==> src/rtl/mem_requester_if.sv <==
// Core-side request/response handshake plus the memory port of one core's
// requester. The requester uses the master modport; the core and memory
// environment use the slave modport.
interface mem_requester_if #(
   parameter int DATA_WIDTH   = 32,
   parameter int ADDRESS_BITS = 20
);
   logic                    req_valid;
   logic                    req_ready;
   logic                    req_write;
   logic [ADDRESS_BITS-1:0] req_address;
   logic [DATA_WIDTH-1:0]   req_data;

   logic                    resp_valid;
   logic                    resp_ready;
   logic                    resp_write;
   logic [ADDRESS_BITS-1:0] resp_address;
   logic [DATA_WIDTH-1:0]   resp_data;

   logic                    mem_read;
   logic                    mem_write;
   logic [ADDRESS_BITS-1:0] mem_address;
   logic [DATA_WIDTH-1:0]   mem_in_data;
   logic [ADDRESS_BITS-1:0] mem_out_addr;
   logic [DATA_WIDTH-1:0]   mem_out_data;
   logic                    mem_valid;
   logic                    mem_ready;

   modport master (
      input  req_valid, req_write, req_address, req_data, resp_ready,
             mem_out_addr, mem_out_data, mem_valid, mem_ready,
      output req_ready, resp_valid, resp_write, resp_address, resp_data,
             mem_read, mem_write, mem_address, mem_in_data
   );

   modport slave (
      output req_valid, req_write, req_address, req_data, resp_ready,
             mem_out_addr, mem_out_data, mem_valid, mem_ready,
      input  req_ready, resp_valid, resp_write, resp_address, resp_data,
             mem_read, mem_write, mem_address, mem_in_data
   );
endinterface

==> src/rtl/mem_requester.sv <==
// Initiator front end for one core's memory port: queues core load/store
// requests, issues them one at a time, and returns one in-order response each.
module mem_requester #(
   parameter int CORE         = 0,
   parameter int DATA_WIDTH   = 32,
   parameter int ADDRESS_BITS = 20,
   parameter int QUEUE_DEPTH  = 4,
   parameter int READ_LATENCY = 1,
   parameter int TIMEOUT      = 15
) (
   input  logic            clock,
   input  logic            reset,
   mem_requester_if.master bus,
   output logic            error,
   input  logic            report
);
   localparam int PTR_W = $clog2(QUEUE_DEPTH);
   localparam int CNT_W = PTR_W + 1;
   localparam int LAT_W = $clog2(READ_LATENCY + 1);
   localparam int TMO_W = $clog2(TIMEOUT + 1);

   typedef struct packed {
      logic                    write;
      logic [ADDRESS_BITS-1:0] address;
      logic [DATA_WIDTH-1:0]   data;
   } req_t;

   typedef enum logic [1:0] {IDLE, ISSUE, WAIT, RESP} state_t;

   req_t             fifo [QUEUE_DEPTH];
   logic [PTR_W-1:0] wr_ptr, rd_ptr;
   logic [CNT_W-1:0] count;
   state_t           state;
   logic             cur_write;
   logic [LAT_W-1:0] lat_cnt;
   logic [TMO_W-1:0] tmo_cnt;
   logic             push, pop;
   req_t             head;

   // report only drives simulation printouts; the hardware has nothing to show
   logic unused_report;
   assign unused_report = report ^ (CORE == 0);

   // No push-while-full bypass: a full queue refuses even if a pop is due
   assign bus.req_ready = !reset && (count != CNT_W'(QUEUE_DEPTH));
   assign push = bus.req_valid && bus.req_ready;
   assign pop  = (state == IDLE) && (count != '0) && bus.mem_ready;
   assign head = fifo[rd_ptr];

   // Request storage; occupancy gates every read, so entries need no reset
   always_ff @(posedge clock) begin
      if (push)
         fifo[wr_ptr] <= '{write: bus.req_write, address: bus.req_address,
                           data: bus.req_data};
   end

   // Queue pointers, issue FSM and all registered outputs
   always_ff @(posedge clock) begin
      if (reset) begin
         wr_ptr           <= '0;
         rd_ptr           <= '0;
         count            <= '0;
         state            <= IDLE;
         cur_write        <= 1'b0;
         lat_cnt          <= '0;
         tmo_cnt          <= '0;
         error            <= 1'b0;
         bus.mem_read     <= 1'b0;
         bus.mem_write    <= 1'b0;
         bus.mem_address  <= '0;
         bus.mem_in_data  <= '0;
         bus.resp_valid   <= 1'b0;
         bus.resp_write   <= 1'b0;
         bus.resp_address <= '0;
         bus.resp_data    <= '0;
      end else begin
         if (push) wr_ptr <= wr_ptr + PTR_W'(1);
         if (pop)  rd_ptr <= rd_ptr + PTR_W'(1);
         count <= count + CNT_W'(push) - CNT_W'(pop);

         case (state)
            IDLE: begin
               if (pop) begin
                  cur_write       <= head.write;
                  bus.mem_read    <= !head.write;
                  bus.mem_write   <= head.write;
                  bus.mem_address <= head.address;
                  bus.mem_in_data <= head.data;
                  tmo_cnt         <= '0;
                  state           <= ISSUE;
               end
            end
            ISSUE: begin
               if (bus.mem_valid) begin
                  if (cur_write) begin
                     // Store is done once accepted; echo its data back
                     bus.mem_write    <= 1'b0;
                     bus.resp_valid   <= 1'b1;
                     bus.resp_write   <= 1'b1;
                     bus.resp_address <= bus.mem_address;
                     bus.resp_data    <= bus.mem_in_data;
                     state            <= RESP;
                  end else begin
                     lat_cnt <= LAT_W'(READ_LATENCY);
                     state   <= WAIT;
                  end
               end else if (tmo_cnt == TMO_W'(TIMEOUT - 1)) begin
                  // Memory never accepted: abort with a zero-data response
                  bus.mem_read     <= 1'b0;
                  bus.mem_write    <= 1'b0;
                  bus.resp_valid   <= 1'b1;
                  bus.resp_write   <= cur_write;
                  bus.resp_address <= bus.mem_address;
                  bus.resp_data    <= '0;
                  error            <= 1'b1;
                  state            <= RESP;
               end else begin
                  tmo_cnt <= tmo_cnt + TMO_W'(1);
               end
            end
            WAIT: begin
               if (lat_cnt == LAT_W'(1)) begin
                  // Data is kept even when the echoed address disagrees
                  bus.mem_read     <= 1'b0;
                  bus.resp_valid   <= 1'b1;
                  bus.resp_write   <= 1'b0;
                  bus.resp_address <= bus.mem_address;
                  bus.resp_data    <= bus.mem_out_data;
                  if (bus.mem_out_addr != bus.mem_address) error <= 1'b1;
                  state            <= RESP;
               end else begin
                  lat_cnt <= lat_cnt - LAT_W'(1);
               end
            end
            RESP: begin
               if (bus.resp_ready) begin
                  bus.resp_valid <= 1'b0;
                  state          <= IDLE;
               end
            end
            default: state <= IDLE;
         endcase
      end
   end
endmodule

==> src/flat_wrapper.sv <==
// flat-port wrapper written by rule: the top's interface ports become plain ports
module mem_requester_flat 
#(
   parameter int CORE         = 0,
   parameter int DATA_WIDTH   = 32,
   parameter int ADDRESS_BITS = 20,
   parameter int QUEUE_DEPTH  = 4,
   parameter int READ_LATENCY = 1,
   parameter int TIMEOUT      = 15
)
  (clock, reset, error, report, bus_req_valid, bus_req_write, bus_req_address, bus_req_data, bus_resp_ready, bus_mem_out_addr, bus_mem_out_data, bus_mem_valid, bus_mem_ready, bus_req_ready, bus_resp_valid, bus_resp_write, bus_resp_address, bus_resp_data, bus_mem_read, bus_mem_write, bus_mem_address, bus_mem_in_data);
  mem_requester_if #(.DATA_WIDTH(DATA_WIDTH), .ADDRESS_BITS(ADDRESS_BITS)) bus_i ();
  input  logic clock;
  input  logic reset;
  output logic error;
  input  logic report;
  input wire logic [$bits(bus_i.req_valid)-1:0] bus_req_valid;
  input wire logic [$bits(bus_i.req_write)-1:0] bus_req_write;
  input wire logic [$bits(bus_i.req_address)-1:0] bus_req_address;
  input wire logic [$bits(bus_i.req_data)-1:0] bus_req_data;
  input wire logic [$bits(bus_i.resp_ready)-1:0] bus_resp_ready;
  input wire logic [$bits(bus_i.mem_out_addr)-1:0] bus_mem_out_addr;
  input wire logic [$bits(bus_i.mem_out_data)-1:0] bus_mem_out_data;
  input wire logic [$bits(bus_i.mem_valid)-1:0] bus_mem_valid;
  input wire logic [$bits(bus_i.mem_ready)-1:0] bus_mem_ready;
  output wire logic [$bits(bus_i.req_ready)-1:0] bus_req_ready;
  output wire logic [$bits(bus_i.resp_valid)-1:0] bus_resp_valid;
  output wire logic [$bits(bus_i.resp_write)-1:0] bus_resp_write;
  output wire logic [$bits(bus_i.resp_address)-1:0] bus_resp_address;
  output wire logic [$bits(bus_i.resp_data)-1:0] bus_resp_data;
  output wire logic [$bits(bus_i.mem_read)-1:0] bus_mem_read;
  output wire logic [$bits(bus_i.mem_write)-1:0] bus_mem_write;
  output wire logic [$bits(bus_i.mem_address)-1:0] bus_mem_address;
  output wire logic [$bits(bus_i.mem_in_data)-1:0] bus_mem_in_data;
  assign bus_i.req_valid = bus_req_valid;
  assign bus_i.req_write = bus_req_write;
  assign bus_i.req_address = bus_req_address;
  assign bus_i.req_data = bus_req_data;
  assign bus_i.resp_ready = bus_resp_ready;
  assign bus_i.mem_out_addr = bus_mem_out_addr;
  assign bus_i.mem_out_data = bus_mem_out_data;
  assign bus_i.mem_valid = bus_mem_valid;
  assign bus_i.mem_ready = bus_mem_ready;
  assign bus_req_ready = bus_i.req_ready;
  assign bus_resp_valid = bus_i.resp_valid;
  assign bus_resp_write = bus_i.resp_write;
  assign bus_resp_address = bus_i.resp_address;
  assign bus_resp_data = bus_i.resp_data;
  assign bus_mem_read = bus_i.mem_read;
  assign bus_mem_write = bus_i.mem_write;
  assign bus_mem_address = bus_i.mem_address;
  assign bus_mem_in_data = bus_i.mem_in_data;
  mem_requester #(.CORE(CORE), .DATA_WIDTH(DATA_WIDTH), .ADDRESS_BITS(ADDRESS_BITS), .QUEUE_DEPTH(QUEUE_DEPTH), .READ_LATENCY(READ_LATENCY), .TIMEOUT(TIMEOUT)) u_core (.clock(clock), .reset(reset), .bus(bus_i), .error(error), .report(report));
endmodule
==> config.mk <==
export PLATFORM = sky130hd
export DESIGN_NAME = mem_requester_flat
export DESIGN_NICKNAME = d
export VERILOG_FILES = /design/src/rtl/mem_requester_if.sv /design/src/rtl/mem_requester.sv /design/src/flat_wrapper.sv
export SDC_FILE = /design/constraint.sdc
export NUM_CORES = 1
export LEC_CHECK = 0
export BUFFER_PORTS_ARGS = -buffer_cell sky130_fd_sc_hd__buf_2
export CAP_MARGIN = 0
export CORE_UTILIZATION = 60
export CTS_CLUSTER_DIAMETER = 80
export DETAILED_ROUTE_END_ITERATION = 16
export PLACE_DENSITY = 0.84
export REMOVE_ABC_BUFFERS = 1
export SLEW_MARGIN = 20
export SYNTH_ARGS = -nofsm -noshare
export SYNTH_HDL_FRONTEND = slang
export SYNTH_SLANG_ARGS = --single-unit
==> constraint.sdc <==
create_clock -name clock -period 4.37 [get_ports clock]
set_input_delay 0 -clock clock [delete_from_list [all_inputs] [get_ports clock]]
set_output_delay 0 -clock clock [all_outputs]
set_load 0.02 [all_outputs]
Yosys cells after proc, flatten, opt, wreduce, memory -nomap -nowiden

Memory sizes are Yosys's and may differ from the RTL's. A register that Yosys moved wholly into a read port is not among the register bits.
Cells that the tools add are included.

Register bits after elaboration: 124
Latch bits: 0
Memory bits (writable): 212
ROM bits: 0
Input bits: 112
Output and inout port bits: 110
Memories: 1

Memory list:

| memory      | depth | bits a word | read ports | clocked after memory_dff | wr ports | line                | text |
|---|---|---|---|---|---|---|---|
| u_core.fifo | 4     | 53          | 1          | 1                        | 1        | mem_requester.sv:30 | `req_t fifo [QUEUE_DEPTH];` |

Add/sub/neg operators: 6
$mul: 0
Div/mod/pow operators: 0
Magnitude comparators: 0
Equality and inequality tests: 17
Shift-type cells: 0
Mux-type cells: 51
Bitwise operators: 0
Reductions and logical operators: 21

Operators with widths:

| operator                                               | number |
|---|---|
| two-way mux 32 bit                                     | 4 |
| two-way mux 20 bit                                     | 4 |
| case mux 32 bit (2 select lines)                       | 1 |
| case mux 20 bit (2 select lines)                       | 1 |
| two-way mux 1 bit                                      | 23 |
| inequality test 20 bit                                 | 1 |
| AND reduction 4 bit                                    | 4 |
| AND reduction 5 bit                                    | 3 |
| two-way mux 2 bit                                      | 7 |
| two-way mux 4 bit                                      | 3 |
| inequality test 2 bit (second input constant)          | 5 |
| nonzero test 3 bit                                     | 3 |
| inequality test 2 x 1 -> 1 bit (second input constant) | 4 |
| case mux 1 bit (2 select lines)                        | 4 |
| case mux 2 bit (4 select lines)                        | 1 |
| case mux 4 bit (2 select lines)                        | 1 |
| inequality test 3 x 2 -> 1 bit (second input constant) | 2 |
| case mux 1 bit (3 select lines)                        | 2 |
| adder 2 x 1 -> 2 bit (second input constant)           | 2 |
| adder 4 x 1 -> 4 bit (second input constant)           | 1 |
| == test 2 bit (second input constant)                  | 2 |
| == test 4 bit (second input constant)                  | 1 |
| logical AND 1 bit                                      | 4 |
| nonzero test 2 bit                                     | 2 |
| 9 further kinds                                        | 10 |

Logic depth before layout (Yosys ltp)

Depth in word-level cells: 5
Gate-level depth with buffers: 11
Depth with buffers taken out: 11

Least setup slack after synthesis

Ideal clock, no wire load.

Kind: reg-to-reg
From: register u_core.count[1]
To: memory u_core.fifo[0][0] (netlist name), enable pin
Library setup time: 0.416 ns
Arrival time: 2.269 ns
Required time: 3.954 ns
Path slack: 1.684 ns
Stages on the path, launching flop included: 4
Buffers on the path: 0
Period minus slack after synthesis: 2.686 ns
Cell sequence: dfxtp_1 nor2_1 a211oi_2 and2_1

Word-level cells in the longest chain between the ends: 5

RTL lines:

| what                                    | line                | text |
|---|---|---|
| start: declaration                      | mem_requester.sv:32 | `logic [CNT_W-1:0] count;` |
| start signal: assignment                | mem_requester.sv:79 | `count <= count + CNT_W'(push) - CNT_W'(pop);` |
| inequality test 3 bit                   | mem_requester.sv:45 | `assign bus.req_ready = !reset && (count != CNT_W'(QUEUE_DEPTH));` |
| logical AND 1 bit                       | mem_requester.sv:45 |  |
| logical AND 1 bit                       | mem_requester.sv:46 | `assign push = bus.req_valid && bus.req_ready;` |
| named net u_core.push                   | mem_requester.sv:37 | `logic push, pop;` |
| two-way mux 1 bit                       | mem_requester.sv:52 | `if (push)` |
| two-way mux 1 bit (not written as such) | mem_requester.sv:53 | `fifo[wr_ptr] <= '{write: bus.req_write, address: bus.req_address,` |
| end: declaration                        | mem_requester.sv:30 |  |

The timed path passes the listed nets, and every way through them passes these cells.

Final worst setup path

From: register u_core.state[0]
To: register u_core.bus.resp_address[9]

Word-level cells in the longest chain between the ends: 3
Elaborated cells on any way between the ends: 8
Classes of those cells: 5 x eq/ne; 1 x mux; 2 x reduce/logical

RTL lines:

| what                                                                   | line                   | text |
|---|---|---|
| start: declaration                                                     | mem_requester.sv:33    | `state_t state;` |
| start signal: assignment                                               | mem_requester.sv:63    | `state <= IDLE;` |
| start signal: assignment                                               | mem_requester.sv:90    | `state <= ISSUE;` |
| start signal: assignment                                               | mem_requester.sv:102   | `state <= RESP;` |
| == test 2 x 1 -> 1 bit or == test 2 bit (tied branches)                | mem_requester.sv:81    | `case (state)` |
| inequality test 3 x 2 -> 1 bit (no line), or another cell as far along | -                      |  |
| AND reduction 4 bit (no line)                                          | -                      |  |
| end signal: assignment                                                 | mem_requester.sv:100   | `bus.resp_address <= bus.mem_address;` |
| end signal: assignment                                                 | mem_requester.sv:113   | `bus.resp_address <= bus.mem_address;` |
| end signal: assignment                                                 | mem_requester.sv:127   | `bus.resp_address <= bus.mem_address;` |
| end: declaration                                                       | mem_requester_if.sv:32 | `output req_ready, resp_valid, resp_write, resp_address, resp_data,` |

Parallel ways exist; a longest one is shown, timed or not.
A chain may end at the register's enable or synchronous reset.

==> results.md <==
Synth:
- The share of synthesized area occupied by flip-flops and latches is 0.6844.
- Yosys printed 0 warnings.
- The share of synthesized area spent on multiplexers is 0.09345.
- By area the synthesized netlist is led by edfxtp_1 49%, dfxtp_1 19%, mux4_2 9.2%, nand2_1 4.5%, a21oi_1 3.2%.
- Of the post-synthesis cell area, the dominant cell type holds 0.4902.
- The fraction of the mapped netlist area in compound gates is 0.06715.
- The most numerous cell in the Yosys netlist is edfxtp_1.
- The register bit total from synthesis is 338.
- The proportion of register bits with asynchronous set or reset after synthesis is 0.
- The number of enable-type register cells in the synthesized netlist is 212.
- The cell count after synthesis came out at around 940.
- The netlist uses 48 different library cells.
- The area share of and/or/nand/nor cells after synthesis is 0.09855.
- Ranked by instance count, the synthesized netlist is headed by 212 x edfxtp_1, 154 x nand2_1, 126 x dfxtp_1, 82 x a21oi_1, 53 x mux4_2.
- The mean instance size in the synthesized netlist is about 14 um2.
- By area, the combinational part of the netlist is dominated by simple AND/OR/NAND/NOR gates.
- The dominant register cell in the synthesized netlist is edfxtp_1.
- The top cell type by total area after synthesis is edfxtp_1.
- Of the total synthesized cell area, the portion taken by XOR and XNOR cells is 0.01753.
- Of the total synthesized cell area, the portion taken by full adders, half adders and majority gates is 0.01310.
- The area of the mapped netlist is 0.01299 mm2.

STA:
- The number of max-slew violations in the final report is 0.
- The clock period minus final worst setup slack is 2.814 ns.
- Summed over all failing endpoints, the final setup total negative slack is 0 ns.
- At the pin with the least slew margin, the transition time is 0.9961 ns.
- The number of hold violations in the final report is 0.
- Setup repair after global routing left no endpoint under its margin.
- The worst relative slew slack is 0.3328.
- The final clock period utilization by the worst path is 0.6439.
- The fmax is 0.3554 GHz.
- Setup violations remaining at the end of the flow were counted as 0.
- The final clock skew is roughly 0.027 ns.

Setup path:
- The number of cells on the worst reg-to-reg path is 8.
- For this run, the slowest stage of the critical path takes 0.65 ns.
- The highest-delay cell along the critical path is o211a_2.
- The startpoint identified for the worst register-to-register timing path is u_core.state[0].
- The reg-to-reg setup timing slack is ~1.6 ns.
- Of all nets on the critical path, the largest fanout is 36.
- Counting stages on the worst path, the most repeated cell is buf_4.
- The setup path with the least slack is of type reg2reg.
- For the worst setup path, the data arrival time is 3.22 ns.
- The worst setup path is captured at a register.
- The required time of the worst setup path is 4.77 ns.
- Walking the worst path, the cells encountered are inv_1, ha_1, buf_4, nand2b_1, o211a_2, buf_4, nand2_1, a21oi_1.
- The worst setup path is launched from a register.
- The worst flop-to-flop path endpoint is u_core.bus.resp_address[9].

Pwr:
- The switching part of the total power is 0.3228.
- The design internal power is 0.006691 W.
- The register share of total power is 0.416.
- The analysis attributes to cell leakage a power of between 6 and 7 nW.
- The part of the total power dissipated in combinational logic is 0.272.
- The worst-case IR drop observed on VDD is 0.4368 mV.
- For this design the total switching power over the nets is ~0.0032 W.
- The share of total power dissipated in the clock network is 0.312.
- The power consumption is 0.009881 W.
- The total power density per cell area is roughly 600 mW/mm2.

Global route:
- The aggregate global-route resource usage is 0.2910.
- For this run the aggregate overflow at the end of global routing stands at 0.
- The global-route wire length before repair is around 49 mm.
- The initial antenna violation count is 5.
- The number of global-route vias before repair was between 9000 and 10000.
- Entering global routing, the biggest net connects 89 pins.

Route:
- The routed wire length per instance is between 20 and 25 um.
- The total vias in the final route is 8972.
- The detailed-router iteration count before antenna repair is 6.
- The remaining antenna violation count after routing is 0.
- In the routed design, unresolved DRC markers number 0.
- After the first detailed-routing iteration, the DRC count stood at 667.
- After detailed routing, the number of vias per cell comes to 5.834.
- The wire length after detailed routing is 31.72 mm.

Status:
- The flow ran to the end, and the final reports show no timing, DRC or antenna violations.

CTS:
- At the later pin of the worst-skew pair, clock insertion delay measures 0.51 ns.
- The clock net in this run drives a total of 338 sinks.
- Once the clock tree was built, the setup fixing pass inserted 0 buffers.
- The clock slew seen by the registers of the worst setup and hold paths is around 0.060 ns.
- Post-CTS repair changed the size of 0 cells.
- TritonCTS built the clock tree.
- TritonCTS created 35 clock buffers.
- The H-tree was split into 2 levels.
- The root buffer cell is clkbuf_16.
- The longest clock path from root to sink contains 3 buffers.

Die:
- After floorplanning, the core was sized to cover approximately 0.021 mm2.
- The die covers 0.02224 mm2.
- From bottom edge to top edge, the die measures 149.1 um.
- The initial utilization of the core area, before any placement, comes to 0.6139.
- The horizontal die dimension is 149.1 um.
- In this run the count of I/O pins placed on the die edge is 222.
- The cell row count is between 50 and 60.

Flow run:
- The reported max-cap violation count is 0.

Placement:
- After legalization and detailed placement, the total HPWL measured 17.26 mm.
- The total of buffers placed on input and output ports is 220.
- The number of placed instances with taps included is 1383.
- Routability-driven placement finished with a final weighted congestion of 0.8132.

Final layout:
- From synthesis to final layout, the design area changed by 26.20%.
- At the end of the flow, the number of nets in the layout was 1359.
- The share of post-route cells with drive strength above 1 is 0.2820.
- Excluding fillers, the count of instances in the completed layout stands at about 1500.

Hold path:
- The worst hold path was traced through 5 stages.
- The worst-case hold path end point is u_core.error.
- The worst hold path class is in2reg.
- The origin of the worst min-delay path is bus_mem_out_addr[7].
-- power groups by stage --
stage | registers, W | logic (W) | clock network [W]
floorplan | 0.00440 | 0.00146 | 0
global placement | 0.00415 | 0.00248 | 0
detailed placement | 0.00417 | 0.00256 | 0
CTS | 0.00411 | 0.00265 | 0.00309
global route | 0.00417 | 0.00290 | 0.00322
finish | 0.00411 | 0.00269 | 0.00308
-- timing repair --
item,in CTS,in global routing
hold buffers,89,0
hold endpoints to repair,281,0
endpoints found under the setup margin,0,0
-- registers in the layout (all words and copies together) (netlist names), 3 cells and up, named ones only --
register                 count
u_core.fifo                212
u_core.bus.mem_in_data      32
u_core.bus.resp_data        32
u_core.bus.mem_address      20
u_core.bus.resp_address     20
u_core.tmo_cnt               4
u_core.count                 3
-- stage by stage --
stage          worst slack, ns  utilization  area [um2]  hold WS (ns)
3_5_place_dp             1.599       0.6760       14300        0.2144
4_1_cts                  1.552       0.7744       16380      0.003598
2_1_floorplan           0.8163            -       12700       0.06669
3_3_place_gp             1.644       0.6760       14300        0.2131
6_report                 1.556       0.7748       16390      0.008391
5_1_grt                  1.326       0.7748       16390       0.05787
-- how the worst max path moves through the flow --
stage,cells after the start,startpoint,slack [ns],endpoint
finish,8,u_core.state[0],1.56,u_core.bus.resp_address[9]
global route,8,u_core.state[0],1.33,u_core.bus.resp_data[0]
CTS,8,u_core.state[0],1.55,u_core.bus.resp_address[9]
detailed placement,4,u_core.count[1],1.60,u_core.fifo[1][25]
global placement,4,u_core.count[1],1.64,u_core.fifo[1][20]
floorplan,3,register,0.82,u_core.bus.mem_read
-- cell families after synthesis --
logic type / Yosys count
compound gates: 140
fa+ha+maj: 13
flops: 338
mux: 55
buf+inv: 73
simple gates: 291
xor+xnor: 26
-- critical path: cells and delay by family, from the launching register on --
family	cells	cell delay, ns
buffers and inverters	3	0.89
AO/OA/AOI/OAI	2	0.83
AND/OR/NAND/NOR	2	0.42
flip-flops	1	0.36
adder cells (fa/ha/maj)	1	0.20
-- placed cells by master, fill, tap and decap left out, drive strengths merged, types with 2 or more instances in the layout --
cell type | Yosys | layout
o21ai | 9 | 9
and2 | 4 | 4
nand3 | 3 | 3
mux4 | 53 | 53
nor2 | 47 | 47
a21oi | 82 | 82
xnor2 | 22 | 22
clkbuf | 35 | 45
and3 | 33 | 33
edfxtp | 212 | 212
clkinv | 0 | 10
inv | 12 | 13
mux2i | 2 | 2
nor3 | 32 | 32
a21o | 2 | 2
nand4 | 4 | 4
nor4 | 2 | 2
a211oi | 34 | 34
ha | 12 | 12
nor2b | 2 | 2
or3 | 2 | 2
diode | 0 | 4
dlygate4sd3 | 0 | 89
o2111ai | 2 | 2
dfxtp | 126 | 126
xor2 | 4 | 4
nand2b | 5 | 5
bufinv | 0 | 5
buf | 26 | 233
nand2 | 154 | 154
-- metal layers --
metal  part of all wire  GRT usage  up-vias
li1                   -          -     4044
met1               0.37     0.3576     4350
met2               0.52     0.5023      496
met3              0.084    0.05749       82
met4              0.028     0.1240        0
met5                  0          0        -
-- layout make-up --
type / count / area [um2]
diodes: 4 / 10.01
fillers: 1153 / 4763
well taps: 275 / 344.1
multi-input cells: 525 / 3779
repair buffers: 322 / 2130
flip-flops and latches: 338 / 8894
clock buffers: 45 / 964.7
inverters: 12 / 45.04
clock inverters: 17 / 225.2
(Power assumes the default switching activity.)
